[src/rtl/ca_code_gen_pkg.sv]
// ca_code_gen_pkg: shared C/A code constants, LFSR taps and PRN key table
package ca_code_gen_pkg;
  localparam int CA_CHIPS = 1023;
  localparam int SLEW_W = 11;
  localparam logic [9:0] CA_G1_INIT = 10'h3FF;
  localparam logic [9:0] CA_G2_INIT = 10'h000;
  localparam logic [9:0] CA_G1_TAPS = 10'h081;
  localparam logic [9:0] CA_G2_TAPS = 10'h197;
  localparam logic [9:0] CA_PRN_KEY [1:2] = '{10'h3EC, 10'h3D8};
  typedef logic [SLEW_W-1:0] slew_t;
  typedef logic [10:0] code_phase_t;
endpackage

[src/rtl/ca_code_gen_if.sv]
// ca_code_gen_if: channel-side control inputs and replica outputs of the C/A generator
//   master: drives hc_enable, prn_key(_enable), code_slew, slew_enable, tic_enable
//   slave : drives early, prompt, late, fc_enable, dump_enable, code_phase
interface ca_code_gen_if;
  import ca_code_gen_pkg::*;
  logic hc_enable;
  logic [9:0] prn_key;
  logic prn_key_enable;
  slew_t code_slew;
  logic slew_enable;
  logic tic_enable;
  logic early;
  logic prompt;
  logic late;
  logic fc_enable;
  logic dump_enable;
  code_phase_t code_phase;
  modport master(output hc_enable, prn_key, prn_key_enable, code_slew, slew_enable, tic_enable,
                 input early, prompt, late, fc_enable, dump_enable, code_phase);
  modport slave(input hc_enable, prn_key, prn_key_enable, code_slew, slew_enable, tic_enable,
                output early, prompt, late, fc_enable, dump_enable, code_phase);
endinterface

[src/rtl/ca_code_gen_lfsr10.sv]
// ca_lfsr10: 10-stage Fibonacci LFSR, shifting right, feedback = parity of tapped bits
//   i_load/i_load_val: parallel load (wins over shift); i_shift: advance one chip
//   o_bit: stage 10 (bit 0)
module ca_lfsr10 #(
  parameter logic [9:0] TAPS = 10'h081,
  parameter logic [9:0] RST_VAL = 10'h3FF
) (
  input  logic       clk,
  input  logic       rst,
  input  logic       i_load,
  input  logic [9:0] i_load_val,
  input  logic       i_shift,
  output logic       o_bit
);
  logic [9:0] r_q;
  always_ff @(posedge clk or posedge rst)
    if (rst) r_q <= RST_VAL;
    else r_q <= i_load ? i_load_val : i_shift ? {^(r_q & TAPS), r_q[9:1]} : r_q;
  assign o_bit = r_q[0];
endmodule

[src/rtl/ca_code_gen.sv]
// ca_code_gen: per-channel C/A replica generator with E/P/L taps, epoch dump, slew and TIC latch
//   clk, rst (async, active high)
//   bus (slave): hc_enable, prn_key, prn_key_enable, code_slew, slew_enable, tic_enable in;
//                early, prompt, late, fc_enable, dump_enable, code_phase out
module ca_code_gen
  import ca_code_gen_pkg::*;
#(
  parameter int CHIPS_PER_EPOCH = CA_CHIPS
) (
  input logic clk,
  input logic rst,
  ca_code_gen_if.slave bus
);
  logic [9:0] r_chip;
  logic r_hc;
  logic [2:0] r_srq;
  slew_t r_slew_cnt, r_slew_reg;
  logic r_pend, r_fc, r_dump;
  code_phase_t r_cp;
  logic w_g1, w_g2, w_adv, w_chip_adv, w_epoch, w_load;
  assign w_adv = bus.hc_enable && r_slew_cnt == '0;
  assign w_chip_adv = w_adv && r_hc;
  assign w_epoch = w_chip_adv && r_chip == 10'(CHIPS_PER_EPOCH - 1);
  // Reloading at every epoch pins the code to chip 0 without relying on LFSR period.
  assign w_load = bus.prn_key_enable || w_epoch;
  ca_lfsr10 #(.TAPS(CA_G1_TAPS), .RST_VAL(CA_G1_INIT)) u_g1 (
    .clk(clk), .rst(rst), .i_load(w_load), .i_load_val(CA_G1_INIT),
    .i_shift(w_chip_adv), .o_bit(w_g1)
  );
  ca_lfsr10 #(.TAPS(CA_G2_TAPS), .RST_VAL(CA_G2_INIT)) u_g2 (
    .clk(clk), .rst(rst), .i_load(w_load), .i_load_val(bus.prn_key),
    .i_shift(w_chip_adv), .o_bit(w_g2)
  );
  always_ff @(posedge clk or posedge rst)
    if (rst) begin
      r_chip <= '0;
      r_hc <= 1'b0;
      r_srq <= '0;
      r_slew_cnt <= '0;
      r_slew_reg <= '0;
      r_pend <= 1'b0;
      r_fc <= 1'b0;
      r_dump <= 1'b0;
      r_cp <= '0;
    end else begin
      r_fc <= w_chip_adv && !bus.prn_key_enable;
      r_dump <= w_epoch && !bus.prn_key_enable;
      if (bus.tic_enable) r_cp <= {r_chip, r_hc};
      if (bus.prn_key_enable) begin
        r_chip <= '0;
        r_hc <= 1'b0;
        r_srq <= '0;
        r_slew_cnt <= '0;
        r_pend <= 1'b0;
      end else begin
        if (bus.hc_enable && r_slew_cnt != '0) r_slew_cnt <= r_slew_cnt - 1'b1;
        if (w_adv) begin
          r_srq <= {r_srq[1:0], w_g1 ^ w_g2};
          r_hc <= !r_hc;
        end
        if (w_chip_adv) r_chip <= w_epoch ? '0 : r_chip + 10'd1;
        // The pending flag is sampled before this cycle's slew_enable, so a
        // slew written on the epoch cycle waits for the following epoch.
        if (w_epoch && r_pend) begin
          r_slew_cnt <= r_slew_reg;
          r_pend <= 1'b0;
        end
        if (bus.slew_enable) begin
          r_slew_reg <= bus.code_slew;
          r_pend <= 1'b1;
        end
      end
    end
  assign bus.early = r_srq[0];
  assign bus.prompt = r_srq[1];
  assign bus.late = r_srq[2];
  assign bus.fc_enable = r_fc;
  assign bus.dump_enable = r_dump;
  assign bus.code_phase = r_cp;
endmodule

[src/flat_wrapper.sv]
// flat-port wrapper written by rule: the top's interface ports become plain ports
module ca_code_gen_flat import ca_code_gen_pkg::*;
#(
  parameter int CHIPS_PER_EPOCH = CA_CHIPS
)
  (clk, rst, bus_hc_enable, bus_prn_key, bus_prn_key_enable, bus_code_slew, bus_slew_enable, bus_tic_enable, bus_early, bus_prompt, bus_late, bus_fc_enable, bus_dump_enable, bus_code_phase);
  ca_code_gen_if bus_i ();
  input logic clk;
  input logic rst;
  input wire logic [$bits(bus_i.hc_enable)-1:0] bus_hc_enable;
  input wire logic [$bits(bus_i.prn_key)-1:0] bus_prn_key;
  input wire logic [$bits(bus_i.prn_key_enable)-1:0] bus_prn_key_enable;
  input wire logic [$bits(bus_i.code_slew)-1:0] bus_code_slew;
  input wire logic [$bits(bus_i.slew_enable)-1:0] bus_slew_enable;
  input wire logic [$bits(bus_i.tic_enable)-1:0] bus_tic_enable;
  output wire logic [$bits(bus_i.early)-1:0] bus_early;
  output wire logic [$bits(bus_i.prompt)-1:0] bus_prompt;
  output wire logic [$bits(bus_i.late)-1:0] bus_late;
  output wire logic [$bits(bus_i.fc_enable)-1:0] bus_fc_enable;
  output wire logic [$bits(bus_i.dump_enable)-1:0] bus_dump_enable;
  output wire logic [$bits(bus_i.code_phase)-1:0] bus_code_phase;
  assign bus_i.hc_enable = bus_hc_enable;
  assign bus_i.prn_key = bus_prn_key;
  assign bus_i.prn_key_enable = bus_prn_key_enable;
  assign bus_i.code_slew = bus_code_slew;
  assign bus_i.slew_enable = bus_slew_enable;
  assign bus_i.tic_enable = bus_tic_enable;
  assign bus_early = bus_i.early;
  assign bus_prompt = bus_i.prompt;
  assign bus_late = bus_i.late;
  assign bus_fc_enable = bus_i.fc_enable;
  assign bus_dump_enable = bus_i.dump_enable;
  assign bus_code_phase = bus_i.code_phase;
  ca_code_gen #(.CHIPS_PER_EPOCH(CHIPS_PER_EPOCH)) u_core (.clk(clk), .rst(rst), .bus(bus_i));
endmodule
[config.mk]
export PLATFORM = sky130hd
export DESIGN_NAME = ca_code_gen_flat
export DESIGN_NICKNAME = d
export VERILOG_FILES = /design/src/rtl/ca_code_gen_pkg.sv /design/src/rtl/ca_code_gen_if.sv /design/src/rtl/ca_code_gen_lfsr10.sv /design/src/rtl/ca_code_gen.sv /design/src/flat_wrapper.sv
export SDC_FILE = /design/constraint.sdc
export NUM_CORES = 1
export LEC_CHECK = 0
export ABC_CLOCK_PERIOD_IN_PS = 2000
export CORE_MARGIN = 8
export CORE_UTILIZATION = 50
export DETAILED_ROUTE_END_ITERATION = 7
export GPL_TIMING_DRIVEN = 0
export PLACE_DENSITY = 0.76
export SLEW_MARGIN = 20
export SYNTH_ARGS = -nofsm -noshare
export SYNTH_HDL_FRONTEND = slang
export SYNTH_SLANG_ARGS = --single-unit
export TNS_END_PERCENT = 30
[constraint.sdc]
create_clock -name clk -period 2 [get_ports clk]
set_input_delay 0.4 -clock clk [delete_from_list [all_inputs] [get_ports clk]]
set_output_delay 0.4 -clock clk [all_outputs]
set_load 0.005 [all_outputs]
**Word-level counts from Yosys, hierarchy flattened**

Cells that the tools add are included.

- Add/sub/neg operators: 2
- Equality and inequality tests: 1
- Reductions and logical operators: 20
- Mux-type cells: 17
- Bitwise gates (word level): 2

Operators by type and width:

| operator | count |
|---|---|
| 10-bit two-way mux | 7 |
| 11-bit two-way mux | 3 |
| 10-bit parity | 2 |
| 11-bit logical NOT | 1 |
| 11-bit nonzero test | 1 |
| 11-bit by 1-bit subtractor with 11-bit output, second input constant | 1 |
| 10-bit by 1-bit adder with 10-bit output, second input constant | 1 |
| 10-bit == test, second input constant | 1 |
| 1-bit logical AND | 7 |
| 3-bit two-way mux | 2 |
| 2-bit nonzero test | 3 |
| 3-bit nonzero test | 2 |
| 1-bit two-way mux | 5 |
| 1-bit logical NOT | 2 |
| 2-bit AND reduction | 1 |
| 1-bit logical OR | 1 |
| 1-bit NOT | 1 |
| 1-bit XOR | 1 |

- Input port bits: 27
- Flip-flop bits (word level): 70
- Logic and storage cells: 53
- Output and inout bits: 16

**Depth between registers and ports, before layout**

- Word-level depth: 8
- Gate-level depth with buffers: 8
- Gate-level depth less buffers: 6

**Cells and area by module**

From an unflattened synthesis, not the netlist that was laid out.

- Cells, all modules: 324
- Area, all modules: 3539.6 um2

By module, submodules not included:

| module | cells an instance | area each (um2) | instances | seq. area each (um2) |
|---|---|---|---|---|
| ca_code_gen | 230 | 2521.2 | 1 | 1251.2 |
| ca_lfsr10 (u_core.u_g2) | 48 | 513.0 | 1 | 250.2 |
| ca_lfsr10 (u_core.u_g1) | 46 | 505.5 | 1 | 262.8 |

**Worst setup path after synthesis**

Ideal clock, no wire load.

- Path kind: register -> register
- Start point: register u_core.r_slew_cnt[0]
- End point: register u_core.r_slew_cnt[1]
- Stages on the path, launching flop included: 7
- Arrival time: 1.961 ns
- Slack: -0.038 ns
- Path buffers: 0
- Setup time: 0.077 ns
- Data required time: 1.923 ns
- Period minus slack after synthesis: 2.038 ns
- Path through: dfrtp_1 -> inv_1 -> ha_1 -> or4b_1 -> o41ai_2 -> mux2_2 -> a21oi_1

- Word-level cells in the longest chain between the ends: 7
- Elaborated cells on any way between the ends: 12
- Classes of those cells: add/sub: 1; mux: 3; reduce/logical: 8

RTL lines:

| element | line | RTL |
|---|---|---|
| start, declared | ca_code_gen.sv:17 | `slew_t r_slew_cnt, r_slew_reg;` |
| start signal, assigned | ca_code_gen.sv:56 | `if (bus.hc_enable && r_slew_cnt != '0) r_slew_cnt <= r_slew_cnt - 1'b1;` |
| start signal, assigned | ca_code_gen.sv:65 | `r_slew_cnt <= r_slew_reg;` |
| branches (longest 7 deep; another with 11-bit by 1-bit subtractor with 11-bit output) | n/a |  |

Parallel ways; which one is timed is not known. The select of a mux whose other input is x is not followed.
A chain may end at the register's enable or synchronous reset.

**Worst setup path in the final report**

Same ends and word-level chain as after synthesis.

==> impl_metrics.toml <==
[global_routing]
track_usage_pct = 16.64
grt_pass1_wl_um = 13150
antenna_found_initial = 0
grt_max_degree = 34
grt-ovfl-total = 0
grt_pass1_vias = 2673

[synthesis]
ys_seq_area_share_pct = 51.42
synth_area_leaders = "dfrtp_1 (44%), dfstp_2 (7.7%), mux2_2 (7.5%), a21oi_1 (2.9%), a221o_1 (2.6%)"
synth_top_area_share_pct = 43.76
synth_edf_count = 0
ys_ff_latch = 70
yosys_warnings = 0
synth_cell_type_count = 50
synth.avg_cell_area_sq_um = 10.79
synthFlopType = "dfrtp_1"
syn_inst = 318
synth_largest_area_cell = "dfrtp_1"
netlist_area_sq_um = 3431
async_flop_share_pct = 100.0
syn_nets = 349

[setup_path]
crit_buf_inv = 1
cpPeakStageDelay_ns = 0.49
worst_setup_path_end_kind = "flop"
path_delay_family = "compound AO/OA/AOI/OAI gates"
timing.rr.end = "u_core.r_slew_cnt[1]"
ff2ff_path_depth = 6
path_cells = "inv_2 -> ha_4 -> or4b_4 -> o41ai_4 -> mux2_4 -> a21oi_1"
ff2ff_setup_slack_ns = -0.08
required_ns = 2.27
crit_path_start_kind = "flop"
crit_slowest_cell = "or4b_4"
cp.arrival_ns = 2.35
crit_type = "flop to flop"
rr_startpoint = "u_core.r_slew_cnt[0]"
cp_max_fo = 3

[power_and_ir_drop]
p_leak_uw = 0.001883
report.power.total_uw = 5444
power-per-cell-area_nw_per_um2 = 1209
irDropWorstVdd_mv = 0.5044

[clock_network]
cts_tree = "done"
cts.path.max_buffers = 2
clkTransAtPathRegs_ns = 0.07
root_buffer = "clkbuf_8"
htree_levels = 3
clk_latency_ns = 0.35
clkSinkCount = 70
holdBufCountCts = 0
cts_made_buffers = 9

[placement]
placed_cells = 442
dp.final_hpwl_um = 5380
gp_congestion = 0.8181
pre_cts_ws_ns = -0.5237
port_buffers = 42

[detailed_routing]
drt-initial-drc-count = 147
dr_total_vias = 2775
routed_wl_um = 8074
drc = 0
via_per_inst = 5.904
routedWlPerCell_um = 17.18
ant_nets = 0
first_pass_iters = 4

[timing]
fin_crit_sh_pct = 103.8
setup-violations-final = 2
period_minus_slack_ns = 2.076
slew_headroom_pct = 64.23
report.final.slew_viol_count = 0
worst_pin_slew_ns = 0.5366
worst_clock_skew_ns = 0.008003
rsz0062_at_grt = "yes"
fmax_mhz = 481.7
fin_ws_ns = -0.07580
hold_viol = 0

[die]
die_x_um = 98.84
die_area_sq_um = 9768
num_rows = 30
start_util_pct = 51.06
num_io_pins = 43
coreArea_sq_um = 6719
die_h_um = 98.84

[status]
status = "finished, violations left"
violations = "setup timing"

[finish]
area_growth_syn_to_layout_pct = 31.22
drive_above_1_share_pct = 25.64
layout.nets = 416
n_antenna_cell = 0
final_cell_count_no_fill = 470

[worst_hold_path]
hold_path.class = "input pin to async pin"

[flow_run]
drv_cap = 0
how the worst max path moves through the flow:
stage / startpoint / to / slack [ns] / cells after the start
4_1_cts: u_core.r_slew_cnt[0] / u_core.r_slew_cnt[1] / -0.14 / 6
6_report: u_core.r_slew_cnt[0] / u_core.r_slew_cnt[1] / -0.08 / 6
3_3_place_gp: bus_hc_enable / u_core.u_g2.r_q[9] / -0.49 / 7
2_1_floorplan: u_core.r_slew_cnt[0] / u_core.r_slew_cnt[1] / -0.04 / 6
3_5_place_dp: bus_hc_enable / u_core.u_g1.r_q[0] / -0.52 / 7
5_1_grt: u_core.r_slew_cnt[0] / u_core.r_slew_cnt[6] / -0.13 / 9
cells by family (layout without fill, tap and decap cells):
| logic type | count (synthesis) | after routing | synth area share (%) |
|---|---|---|---|
| mux | 26 | 26 | 8.425 |
| flops | 70 | 70 | 51.42 |
| simple gates | 112 | 112 | 18.82 |
| buf+inv | 25 | 97 | 2.844 |
| fa+ha+maj | 4 | 4 | 1.459 |
| compound gates | 69 | 69 | 13.97 |
| xor+xnor | 12 | 12 | 3.063 |
synth_stat cells, types with 2 or more instances:
cell / number
nand2_1: 15
dfrtp_1: 60
a41oi_1: 2
mux2_2: 23
xnor2_1: 6
a31oi_1: 5
nor2_1: 21
or3_1: 2
a311oi_1: 3
o211ai_1: 3
o21ai_0: 11
and2_1: 9
and3_1: 5
dfstp_2: 10
and4_1: 3
clkbuf_1: 12
nor2b_1: 9
a21oi_1: 20
mux2i_1: 3
xor2_1: 6
a221o_1: 9
buf_2: 3
nor3_1: 14
nand3_1: 14
inv_1: 9
ha_1: 4
or4_1: 2
o31ai_1: 7
nand4_1: 7
layer usage:
metal / part of all wire, % / up-vias / track usage [%]
met1: 45 / 1376 / 21.59
li1: - / 1316 / -
met2: 48 / 68 / 25.88
met3: 4.6 / 15 / 2.819
met4: 2.2 / 0 / 8.973
met5: 0 / - / 0
power by group:
part           internal [uW]  switching (uW)  total (uW)
combinational           1150            1110        2260
sequential              1620             252        1880
clock                    770             540        1310
total                   3550            1900        5440
through the flow:
stage | util [%] | TNS, ns | cell area, sq um | hold WS, ns
final | 67.00 | -0.09459 | 4502 | 0.3219
after detailed placement | 59.46 | -19.75 | 3995 | 0.4941
after floorplan | - | -0.03816 | 3435 | 0.4597
after global routing | 67.00 | -1.123 | 4502 | 0.3310
after CTS | 64.51 | -0.4931 | 4334 | 0.3193
after global placement | 58.86 | -19.41 | 3955 | 0.4888
final cells by class:
| type | instances | area [sq um] |
|---|---|---|
| clock buffers | 11 | 151.4 |
| fillers | 483 | 2217 |
| well taps | 80 | 100.1 |
| plain buffers | 16 | 101.3 |
| clock inverters | 5 | 81.33 |
| inverters | 9 | 37.54 |
| repair buffers | 56 | 554.3 |
| flip-flops and latches | 70 | 1765 |
| multi-input cells | 223 | 1710 |
what timing repair did:
item                       CTS  global route
setup endpoints to repair   44            57
pin swaps                    2             8
resized for setup           21            34
buffers inserted             4             7
cloned                       0             1
hold endpoints to repair     0             0
layout by cell type, fill, tap and decap left out, types with 10 or more instances in the layout:
master	instances
dfrtp_1	59
clkdlybuf4s50_1	41
mux2_2	22
nor2_1	20
a21oi_1	18
nand2_1	15
nor3_1	13
buf_4	12
nand3_1	12
clkbuf_8	11
dfstp_2	10
Power figures use the tool's default switching activity.
